[src/rtl/pipeline_ctrl_if.sv]
`default_nettype none
// ============================================================================
// pipeline_ctrl_if : hazard/stall request inputs and pipeline-control outputs
// Revision: 1.0
// ============================================================================
interface pipeline_ctrl_if;
  logic        imem_read;
  logic        imem_resp;
  logic        dmem_read;
  logic        dmem_write;
  logic        dmem_resp;
  logic [4:0]  id_rs1;
  logic [4:0]  id_rs2;
  logic        id_uses_rs1;
  logic        id_uses_rs2;
  logic        ex_is_load;
  logic [4:0]  ex_rd;
  logic        mispredict;
  logic        load_pc;
  logic        load_if_id;
  logic        load_id_ex;
  logic        load_ex_mem;
  logic        load_mem_wb;
  logic        flush_if_id;
  logic        flush_id_ex;
  logic [1:0]  state;
  logic [31:0] stall_cycles;
  logic [15:0] flush_count;

  modport master (
    output imem_read, imem_resp, dmem_read, dmem_write, dmem_resp,
           id_rs1, id_rs2, id_uses_rs1, id_uses_rs2, ex_is_load, ex_rd, mispredict,
    input  load_pc, load_if_id, load_id_ex, load_ex_mem, load_mem_wb,
           flush_if_id, flush_id_ex, state, stall_cycles, flush_count
  );

  modport slave (
    input  imem_read, imem_resp, dmem_read, dmem_write, dmem_resp,
           id_rs1, id_rs2, id_uses_rs1, id_uses_rs2, ex_is_load, ex_rd, mispredict,
    output load_pc, load_if_id, load_id_ex, load_ex_mem, load_mem_wb,
           flush_if_id, flush_id_ex, state, stall_cycles, flush_count
  );
endinterface
`default_nettype wire

[src/rtl/pipeline_ctrl.sv]
`default_nettype none
// ============================================================================
// pipeline_ctrl : 5-stage pipeline stall/flush controller with redirect FSM
// Revision: 1.0
// ============================================================================
module pipeline_ctrl (
  input  logic                  clk,
  input  logic                  rst,
  pipeline_ctrl_if.slave        bus
);

  localparam logic [1:0] ST_RUN      = 2'b00;
  localparam logic [1:0] ST_MEM_WAIT = 2'b01;
  localparam logic [1:0] ST_REDIRECT = 2'b10;

  logic [1:0]  state_q, state_d;
  logic [31:0] stall_cycles_q, stall_cycles_d;
  logic [15:0] flush_count_q, flush_count_d;

  logic w_mem_stall, w_load_use, w_do_flush;
  logic w_load_pc, w_load_if_id, w_load_id_ex, w_load_ex_mem, w_load_mem_wb;
  logic w_flush_if_id, w_flush_id_ex;

  assign w_mem_stall = (bus.imem_read & ~bus.imem_resp) |
                       ((bus.dmem_read | bus.dmem_write) & ~bus.dmem_resp);
  assign w_load_use  = bus.ex_is_load & (bus.ex_rd != 5'd0) &
                       ((bus.id_uses_rs1 & (bus.id_rs1 == bus.ex_rd)) |
                        (bus.id_uses_rs2 & (bus.id_rs2 == bus.ex_rd)));
  assign w_do_flush  = bus.mispredict | (state_q == ST_REDIRECT);

  always_comb begin
    w_load_pc     = 1'b1;
    w_load_if_id  = 1'b1;
    w_load_id_ex  = 1'b1;
    w_load_ex_mem = 1'b1;
    w_load_mem_wb = 1'b1;
    w_flush_if_id = 1'b0;
    w_flush_id_ex = 1'b0;
    if (rst) begin
      w_flush_if_id = 1'b1;
      w_flush_id_ex = 1'b1;
    end else if (w_mem_stall) begin
      w_load_pc     = 1'b0;
      w_load_if_id  = 1'b0;
      w_load_id_ex  = 1'b0;
      w_load_ex_mem = 1'b0;
      w_load_mem_wb = 1'b0;
    end else if (w_do_flush) begin
      w_flush_if_id = 1'b1;
      w_flush_id_ex = 1'b1;
    end else if (w_load_use) begin
      // Hold PC and IF/ID, inject a bubble into ID/EX.
      w_load_pc     = 1'b0;
      w_load_if_id  = 1'b0;
      w_flush_id_ex = 1'b1;
    end
  end

  // A mispredict seen during a stall parks in REDIRECT until the stall clears.
  always_comb begin
    state_d = ST_RUN;
    case (state_q)
      ST_RUN, ST_MEM_WAIT: begin
        if (w_mem_stall && bus.mispredict) state_d = ST_REDIRECT;
        else if (w_mem_stall)              state_d = ST_MEM_WAIT;
        else                               state_d = ST_RUN;
      end
      ST_REDIRECT: state_d = w_mem_stall ? ST_REDIRECT : ST_RUN;
      default:     state_d = ST_RUN;
    endcase
  end

  always_comb begin
    stall_cycles_d = stall_cycles_q;
    flush_count_d  = flush_count_q;
    if (!w_load_pc && (stall_cycles_q != 32'hFFFF_FFFF))
      stall_cycles_d = stall_cycles_q + 32'd1;
    if (!w_mem_stall && w_do_flush && (flush_count_q != 16'hFFFF))
      flush_count_d = flush_count_q + 16'd1;
  end

  always_ff @(posedge clk) begin
    if (rst) begin
      state_q        <= ST_RUN;
      stall_cycles_q <= 32'd0;
      flush_count_q  <= 16'd0;
    end else begin
      state_q        <= state_d;
      stall_cycles_q <= stall_cycles_d;
      flush_count_q  <= flush_count_d;
    end
  end

  assign bus.load_pc      = w_load_pc;
  assign bus.load_if_id   = w_load_if_id;
  assign bus.load_id_ex   = w_load_id_ex;
  assign bus.load_ex_mem  = w_load_ex_mem;
  assign bus.load_mem_wb  = w_load_mem_wb;
  assign bus.flush_if_id  = w_flush_if_id;
  assign bus.flush_id_ex  = w_flush_id_ex;
  assign bus.state        = state_q;
  assign bus.stall_cycles = stall_cycles_q;
  assign bus.flush_count  = flush_count_q;

endmodule
`default_nettype wire

[src/flat_wrapper.sv]
// flat-port wrapper written by rule: the top's interface ports become plain ports
module pipeline_ctrl_flat 
  (clk, rst, bus_imem_read, bus_imem_resp, bus_dmem_read, bus_dmem_write, bus_dmem_resp, bus_id_rs1, bus_id_rs2, bus_id_uses_rs1, bus_id_uses_rs2, bus_ex_is_load, bus_ex_rd, bus_mispredict, bus_load_pc, bus_load_if_id, bus_load_id_ex, bus_load_ex_mem, bus_load_mem_wb, bus_flush_if_id, bus_flush_id_ex, bus_state, bus_stall_cycles, bus_flush_count);
  pipeline_ctrl_if bus_i ();
  input  logic clk;
  input  logic rst;
  input wire logic [$bits(bus_i.imem_read)-1:0] bus_imem_read;
  input wire logic [$bits(bus_i.imem_resp)-1:0] bus_imem_resp;
  input wire logic [$bits(bus_i.dmem_read)-1:0] bus_dmem_read;
  input wire logic [$bits(bus_i.dmem_write)-1:0] bus_dmem_write;
  input wire logic [$bits(bus_i.dmem_resp)-1:0] bus_dmem_resp;
  input wire logic [$bits(bus_i.id_rs1)-1:0] bus_id_rs1;
  input wire logic [$bits(bus_i.id_rs2)-1:0] bus_id_rs2;
  input wire logic [$bits(bus_i.id_uses_rs1)-1:0] bus_id_uses_rs1;
  input wire logic [$bits(bus_i.id_uses_rs2)-1:0] bus_id_uses_rs2;
  input wire logic [$bits(bus_i.ex_is_load)-1:0] bus_ex_is_load;
  input wire logic [$bits(bus_i.ex_rd)-1:0] bus_ex_rd;
  input wire logic [$bits(bus_i.mispredict)-1:0] bus_mispredict;
  output wire logic [$bits(bus_i.load_pc)-1:0] bus_load_pc;
  output wire logic [$bits(bus_i.load_if_id)-1:0] bus_load_if_id;
  output wire logic [$bits(bus_i.load_id_ex)-1:0] bus_load_id_ex;
  output wire logic [$bits(bus_i.load_ex_mem)-1:0] bus_load_ex_mem;
  output wire logic [$bits(bus_i.load_mem_wb)-1:0] bus_load_mem_wb;
  output wire logic [$bits(bus_i.flush_if_id)-1:0] bus_flush_if_id;
  output wire logic [$bits(bus_i.flush_id_ex)-1:0] bus_flush_id_ex;
  output wire logic [$bits(bus_i.state)-1:0] bus_state;
  output wire logic [$bits(bus_i.stall_cycles)-1:0] bus_stall_cycles;
  output wire logic [$bits(bus_i.flush_count)-1:0] bus_flush_count;
  assign bus_i.imem_read = bus_imem_read;
  assign bus_i.imem_resp = bus_imem_resp;
  assign bus_i.dmem_read = bus_dmem_read;
  assign bus_i.dmem_write = bus_dmem_write;
  assign bus_i.dmem_resp = bus_dmem_resp;
  assign bus_i.id_rs1 = bus_id_rs1;
  assign bus_i.id_rs2 = bus_id_rs2;
  assign bus_i.id_uses_rs1 = bus_id_uses_rs1;
  assign bus_i.id_uses_rs2 = bus_id_uses_rs2;
  assign bus_i.ex_is_load = bus_ex_is_load;
  assign bus_i.ex_rd = bus_ex_rd;
  assign bus_i.mispredict = bus_mispredict;
  assign bus_load_pc = bus_i.load_pc;
  assign bus_load_if_id = bus_i.load_if_id;
  assign bus_load_id_ex = bus_i.load_id_ex;
  assign bus_load_ex_mem = bus_i.load_ex_mem;
  assign bus_load_mem_wb = bus_i.load_mem_wb;
  assign bus_flush_if_id = bus_i.flush_if_id;
  assign bus_flush_id_ex = bus_i.flush_id_ex;
  assign bus_state = bus_i.state;
  assign bus_stall_cycles = bus_i.stall_cycles;
  assign bus_flush_count = bus_i.flush_count;
  pipeline_ctrl u_core (.clk(clk), .rst(rst), .bus(bus_i));
endmodule
[config.mk]
export PLATFORM = sky130hd
export DESIGN_NAME = pipeline_ctrl_flat
export DESIGN_NICKNAME = d
export VERILOG_FILES = /design/src/rtl/pipeline_ctrl_if.sv /design/src/rtl/pipeline_ctrl.sv /design/src/flat_wrapper.sv
export SDC_FILE = /design/constraint.sdc
export NUM_CORES = 1
export LEC_CHECK = 0
export ABC_AREA = 0
export ABC_CLOCK_PERIOD_IN_PS = 5350
export BUFFER_PORTS_ARGS = -buffer_cell sky130_fd_sc_hd__buf_2
export CAP_MARGIN = 5
export CORE_MARGIN = 2
export CORE_UTILIZATION = 47
export DETAILED_ROUTE_END_ITERATION = 16
export PLACE_DENSITY_LB_ADDON = 0.12
export SLEW_MARGIN = 20
export SYNTH_ARGS = -nofsm -noshare
export SYNTH_HDL_FRONTEND = slang
export SYNTH_SLANG_ARGS = --single-unit
export TNS_END_PERCENT = 50
[constraint.sdc]
create_clock -name clk -period 5.35 [get_ports clk]
set_input_delay 0.535 -clock clk [delete_from_list [all_inputs] [get_ports clk]]
set_output_delay 0.535 -clock clk [all_outputs]
set_load 0.005 [all_outputs]
==> results of run 1 <==
[layer usage]
metal  up-vias  global-route usage  wire (microns)
met4         0              0.0544              63
met3         7              0.0489             277
li1       1324                   -               -
met1      1208               0.275            2950
met2        44               0.330            2930
met5         -                   0               0
[sequential cells by signal, summed over array words and instances (netlist names)]
register / count
u_core.bus.flush_count: 16
u_core.bus.state: 2
u_core.bus.stall_cycles: 32
[how the worst min path moves through the flow]
stage,from,to,slack (ns),cells after the start
after floorplan,u_core.bus.state[0],u_core.bus.state[1],0.46,1
after global placement,u_core.bus.state[0],u_core.bus.state[1],0.45,1
after detailed placement,u_core.bus.state[0],u_core.bus.state[1],0.46,1
after CTS,bus_mispredict,u_core.bus.state[0],0.44,2
after global routing,bus_mispredict,u_core.bus.state[0],0.44,2
final,bus_mispredict,u_core.bus.state[0],0.46,2
[power by group]
group,total (mW),internal [mW],switching (mW)
clock network,0.219,0.0925,0.126
logic,0.0593,0.0255,0.0338
registers,0.379,0.375,0.00405
[layout by cell type, fill, tap and decap left out, types with 8 or more instances in the layout]
cell	netlist	final
buf_2	2	82
dfxtp_1	50	50
nor2_1	24	24
nand3_1	23	23
a21oi_1	20	20
nand2_1	19	19
nand4_1	14	14
o31ai_1	14	14
xnor2_1	12	12
or4_1	11	11
xor2_1	10	10
or3_1	10	10
inv_1	8	8
[critical path, cell delays in order]
cell       delay, ns
buf_2           0.33
inv_1           0.46
o211a_1         0.26
o2111ai_1       0.42
nor3_1          0.34
mux2_2          0.35
[layout make-up]
| class | count | share of cell area |
|---|---|---|
| well taps | 72 | 0.0288 |
| repair buffers | 83 | 0.133 |
| flip-flops and latches | 50 | 0.320 |
| clock buffers | 6 | 0.0232 |
| multi-input cells | 238 | 0.481 |
| clock inverters | 2 | 0.00440 |
| inverters | 8 | 0.00959 |
[through the flow]
step | cell area (sq um) | instances
after global routing | 3130 | 459
final | 3130 | 459
after detailed placement | 3040 | 451
after CTS | 3130 | 459
after global placement | 3040 | 451
after floorplan | 2630 | 311
[logic make-up after synthesis]
family / count (synthesis)
simple gates: 131
mux: 4
buf+inv: 23
flops: 50
fa+ha+maj: 2
compound gates: 79
xor+xnor: 22
==> results.toml, run 1 <==
[outcome]
status = "finished clean"

[drt]
drt_first_iter_violations = 103
drtPass1Iterations = 4
antenna_left = 0
vias_per_cell = 5.63
detail_route.wl_per_cell_microns = 13.6
wirelength_microns = 6220
drc = 0
via_count = 2583

[yosys]
synthArstFlopShare = 0
muxShareOfSynthArea = 0.0162
synthTopCellsByCount = "50 x dfxtp_1, 24 x nor2_1, 23 x nand3_1, 20 x a21oi_1, 19 x nand2_1"
yosysWarnings = 0
synthAdderAreaFrac = 0.00952
synth_area_leaders = "dfxtp_1 38%, nand3_1 4.4%, o31ai_1 4.0%"
postSynthNetCount = 339
synth_seq_cells = 50
synthMostInstantiatedCell = "dfxtp_1"
synth_top_family_by_area = "simple AND/OR/NAND/NOR gates"
synth.largest_area_cell = "dfxtp_1"
synth-xor-area-share = 0.0733
synth_compound_area_frac = 0.208
synth.cell_area_sq_um = 2630
synthCells = 311
synth_top_area_frac = 0.381
synthDistinctLibCells = 44
synthSimpleGateAreaFrac = 0.266
synth-edff-count = 0
avgSynthCellArea_sq_um = 8.45
yosysSeqAreaShare = 0.381
ys.flop_type = "dfxtp_1"

[cells_and_area]
nFillCells = 550
layout-drive-gt1-share = 0.245
fin_util = 0.576
fin_nets = 414
regArea_sq_um = 1000
antenna_cells = 0
area_delta_synth_final_pct = 19.1
multi_input_area_sq_um = 1510

[power]
p_leak_nw = 1.20
ir_drop_uv = 120
p_per_area_nw_per_um2 = 210
report.power.total_mw = 0.657

[timing]
setup_violations = 0
fmax_ghz = 0.396
hold_viol = 0
worst_hold_slack_ns = 0.455
finalCritPeriodShare = 0.472
worst_slew_pin_slew_ns = 0.889
worst_slack_ns = 2.83
slew_headroom = 0.407
finalSetupTns_ns = 0
drv_slew = 0
worst_clock_skew_ns = 0.00792
rsz0062_at_grt = "no"
period_needed_ns = 2.52

[clock_network]
cts_tree = "built"
clk-insertion-delay-late_ns = 0.31
cts.sinks = 50
cts_setup_buffers = 0
cts_resized = 0
clock_path_buffers = 2
cts_buffers = 5
clk_pin_slew_ns = 0.09
cts.htree.levels = 2
cts-root-buf = "clkbuf_8"
postCtsHoldBufs = 0

[global_routing]
grt_overflow_total = 0
antenna_found_initial = 0
grt_pass1_wl_microns = 10400
grt_max_degree = 43
grt_pass1_vias = 2238
groute.usage.overall = 0.205

[critical_path]
regToRegSetupSlack_ns = 2.85
worstPathRequired_ns = 5.56
startpoint_type = "primary input"
crit_type = "in -> reg"
endpoint = "u_core.bus.stall_cycles[26]"
critPathMaxFanout = 42
worstReg2RegEnd = "u_core.bus.stall_cycles[1]"
ff2ff_path_depth = 8
end_kind = "flip-flop"
r2r-start = "u_core.bus.stall_cycles[0]"
arrival_ns = 2.73
cp-startpoint = "rst"

[floorplan]
dieHeight_microns = 78.8
dieArea_sq_um = 6210
coreArea_sq_um = 5440
start_util = 0.483
die_x_microns = 78.8
rows = 27
io_pins = 83

[place]
post-place-ws_ns = 2.50
io_buffers = 82
dpl.hpwl_microns = 4550
gp_congestion = 0.804

[job]
drv_cap = 0

[min_path]
hp-class = "in -> reg"
(Power assumes the default switching activity.)
==> run 2, diff against run 1 <==
ABC_AREA = 1   (was 0)
ABC_CLOCK_PERIOD_IN_PS = 2300   (was 5350)
clock period = 2.3 ns   (was 5.35 ns; I/O delays follow)
==> results.toml, run 2 <==
[drt]
via_count = 3666
wirelength_microns = 9140
detail_route.wl_per_cell_microns = 13.1
highest_layer = "met4"
met1_length_microns = 4390
drt_first_iter_violations = 253
dr_wl_met3_microns = 553
vias_per_cell = 5.25
drc = 0
drtPass1Iterations = 5
antenna_left = 0
wl_met2_microns = 4030

[timing]
fmax_ghz = 0.486
hold_viol = 0
worst_slack_ns = 0.241
rsz0062_at_grt = "no"
slew_headroom = 0.727
worst_clock_skew_ns = 0.00535
period_needed_ns = 2.06
finalCritPeriodShare = 0.895
finalSetupTns_ns = 0
worst_slew_pin_slew_ns = 0.407
drv_slew = 0
setup_violations = 0

[place]
io_buffers = 82
post-place-ws_ns = 0.198
placed_cells = 690
dpl.hpwl_microns = 6820
gp_congestion = 0.953

[clock_network]
cts-root-buf = "clkbuf_8"
cts.htree.levels = 2
cts_buffers = 5
clock_path_buffers = 2
clk_pin_slew_ns = 0.10
cts.sinks = 50
clk-insertion-delay-late_ns = 0.32
cts_tree = "built"
postCtsHoldBufs = 0

[power]
sequentialPowerShare = 0.543
ir_drop_uv = 259
p_sw_mw = 0.464
intPower_mw = 1.16
p_leak_nw = 1.64
clock_power_share = 0.341
swShare = 0.286
p_per_area_nw_per_um2 = 421
p_comb_frac = 0.116

[global_routing]
grt_max_degree = 36
grt_pass1_wl_microns = 15100
grt_pass1_vias = 3242
antenna_found_initial = 0
groute.usage.overall = 0.245
grt_overflow_total = 0

[outcome]
status = "finished clean"

[yosys]
ys.flop_type = "dfxtp_1"
synthMostInstantiatedCell = "nand2_1"
yosysSeqAreaShare = 0.305
postSynthNetCount = 570
synth-edff-count = 0
avgSynthCellArea_sq_um = 6.05
synthDistinctLibCells = 27
synth_top_area_frac = 0.305
muxShareOfSynthArea = 0
synth_top_family_by_area = "simple AND/OR/NAND/NOR gates"
synth.largest_area_cell = "dfxtp_1"
synth-xor-area-share = 0.0481
synthArstFlopShare = 0
synth_area_leaders = "dfxtp_1 31%, nand2_1 22%, nor2_1 8.5%"
synth_seq_cells = 50
synthSimpleGateAreaFrac = 0.458
synthAdderAreaFrac = 0.00763
synth_compound_area_frac = 0.0939
synthTopCellsByCount = "191 x nand2_1, 74 x nor2_1, 50 x dfxtp_1, 45 x a21oi_1, 44 x inv_1"
synthCells = 542
synth.cell_area_sq_um = 3280
yosysWarnings = 0

[critical_path]
cp_common_cell = "inv_1"
crit_type = "reg -> out"
arrival_ns = 1.83
end_kind = "output pin"
cp_slowest_cell = "buf_4"
startpoint_type = "flip-flop"
cp-startpoint = "u_core.bus.state[0]"
cp_cell_sequence = "inv_1, a21oi_1, nor2_1, inv_1, nand2_1, inv_2, buf_4, o21ai_0, buf_2"
critPathMaxFanout = 34
worstPathRequired_ns = 2.07
r2r-start = "u_core.bus.stall_cycles[0]"
critPathMaxStageDelay_ns = 0.36

[floorplan]
die_x_microns = 87.5
dieArea_sq_um = 7660
coreArea_sq_um = 6760
rows = 30
start_util = 0.485
io_pins = 83
dieHeight_microns = 87.5

[cells_and_area]
area_delta_synth_final_pct = 17.2
final_common_cell = "nand2_1"
final_cell_mix = "191 x nand2_1, 82 x buf_2, 74 x nor2_1"
multi_input_area_sq_um = 2000
final_cells = 698
fin_nets = 645
layout-drive-gt1-share = 0.170
largest_reg_flops = 32
regArea_sq_um = 1000
antenna_cells = 0
nFillCells = 688
fin_util = 0.569

[min_path]
hp-class = "in -> reg"
min-delay-start = "bus_mispredict"

[job]
drv_cap = 0
run 2: cell types whose count changed in the layout (fill, tap and decap cells not counted), sizes merged, moves of 7 or more:
cell / previous run / this run
a21oi: 20 / 45
inv: 8 / 47
xnor2: 12 / 5
or4: 11 / 0
nand3: 23 / 15
nand2: 19 / 192
o211ai: 7 / 0
or3: 10 / 0
o31ai: 14 / 0
nand4: 14 / 36
nor2: 24 / 77
nand3b: 1 / 15
run 2: worst paths after layout:
path,slack [ns],endpoint,cells past startpoint
max,0.24,bus_flush_id_ex,9
min,0.11,u_core.bus.state[0],2
max reg2reg,0.26,u_core.bus.stall_cycles[9],10
min reg2reg,0.49,u_core.bus.flush_count[15],2
run 2: metrics by stage:
stage          hold WS (ns)  total power [mW]  area (sq um)
2_1_floorplan         0.309              1.02          3280
3_3_place_gp          0.433              1.08          3740
3_5_place_dp          0.445              1.08          3740
4_1_cts               0.111              1.63          3830
5_1_grt               0.115              1.68          3840
6_report              0.112              1.62          3840
run 2: per-layer routing:
metal	global-route usage	vias up
li1	-	1910
met1	0.346	1635
met2	0.377	104
met3	0.0389	17
met4	0.0853	0
met5	0	-
run 2: critical path, delay by kind of cell (launching register included):
kind	cells	cell delay (ns)
compound gates	2	0.26
simple gates	2	0.17
buf+inv	5	0.74
flops	1	0.35
run 2: cell families (layout without fill, tap and decap cells):
family                     after synthesis  count (layout)
AOI/OAI and AO/OA                       60              60
xor gates and xnor gates                18              18
adders and majority gates                2               2
buffers and inverters                   67             143
DFF                                     50              50
and+or+nand+nor                        345             345
run 2: final cells by class:
class,instances,area share
inverters,46,0.0450
clock inverters,3,0.00619
flip-flops and latches,50,0.261
multi-input cells,425,0.521
well taps,80,0.0261
clock buffers,5,0.0179
repair buffers,89,0.124
run 2: what timing repair did:
item / in CTS / in global routing
gates resized for setup: 0 / 1
setup endpoints to repair: 0 / 15
setup buffers: 0 / 0
run 2: power groups by stage:
stage	Combinational, mW	Clock (mW)	Sequential [mW]
6_report	0.188	0.551	0.880
5_1_grt	0.211	0.590	0.881
4_1_cts	0.185	0.567	0.880
3_5_place_dp	0.185	0	0.900
3_3_place_gp	0.182	0	0.899
2_1_floorplan	0.118	0	0.899
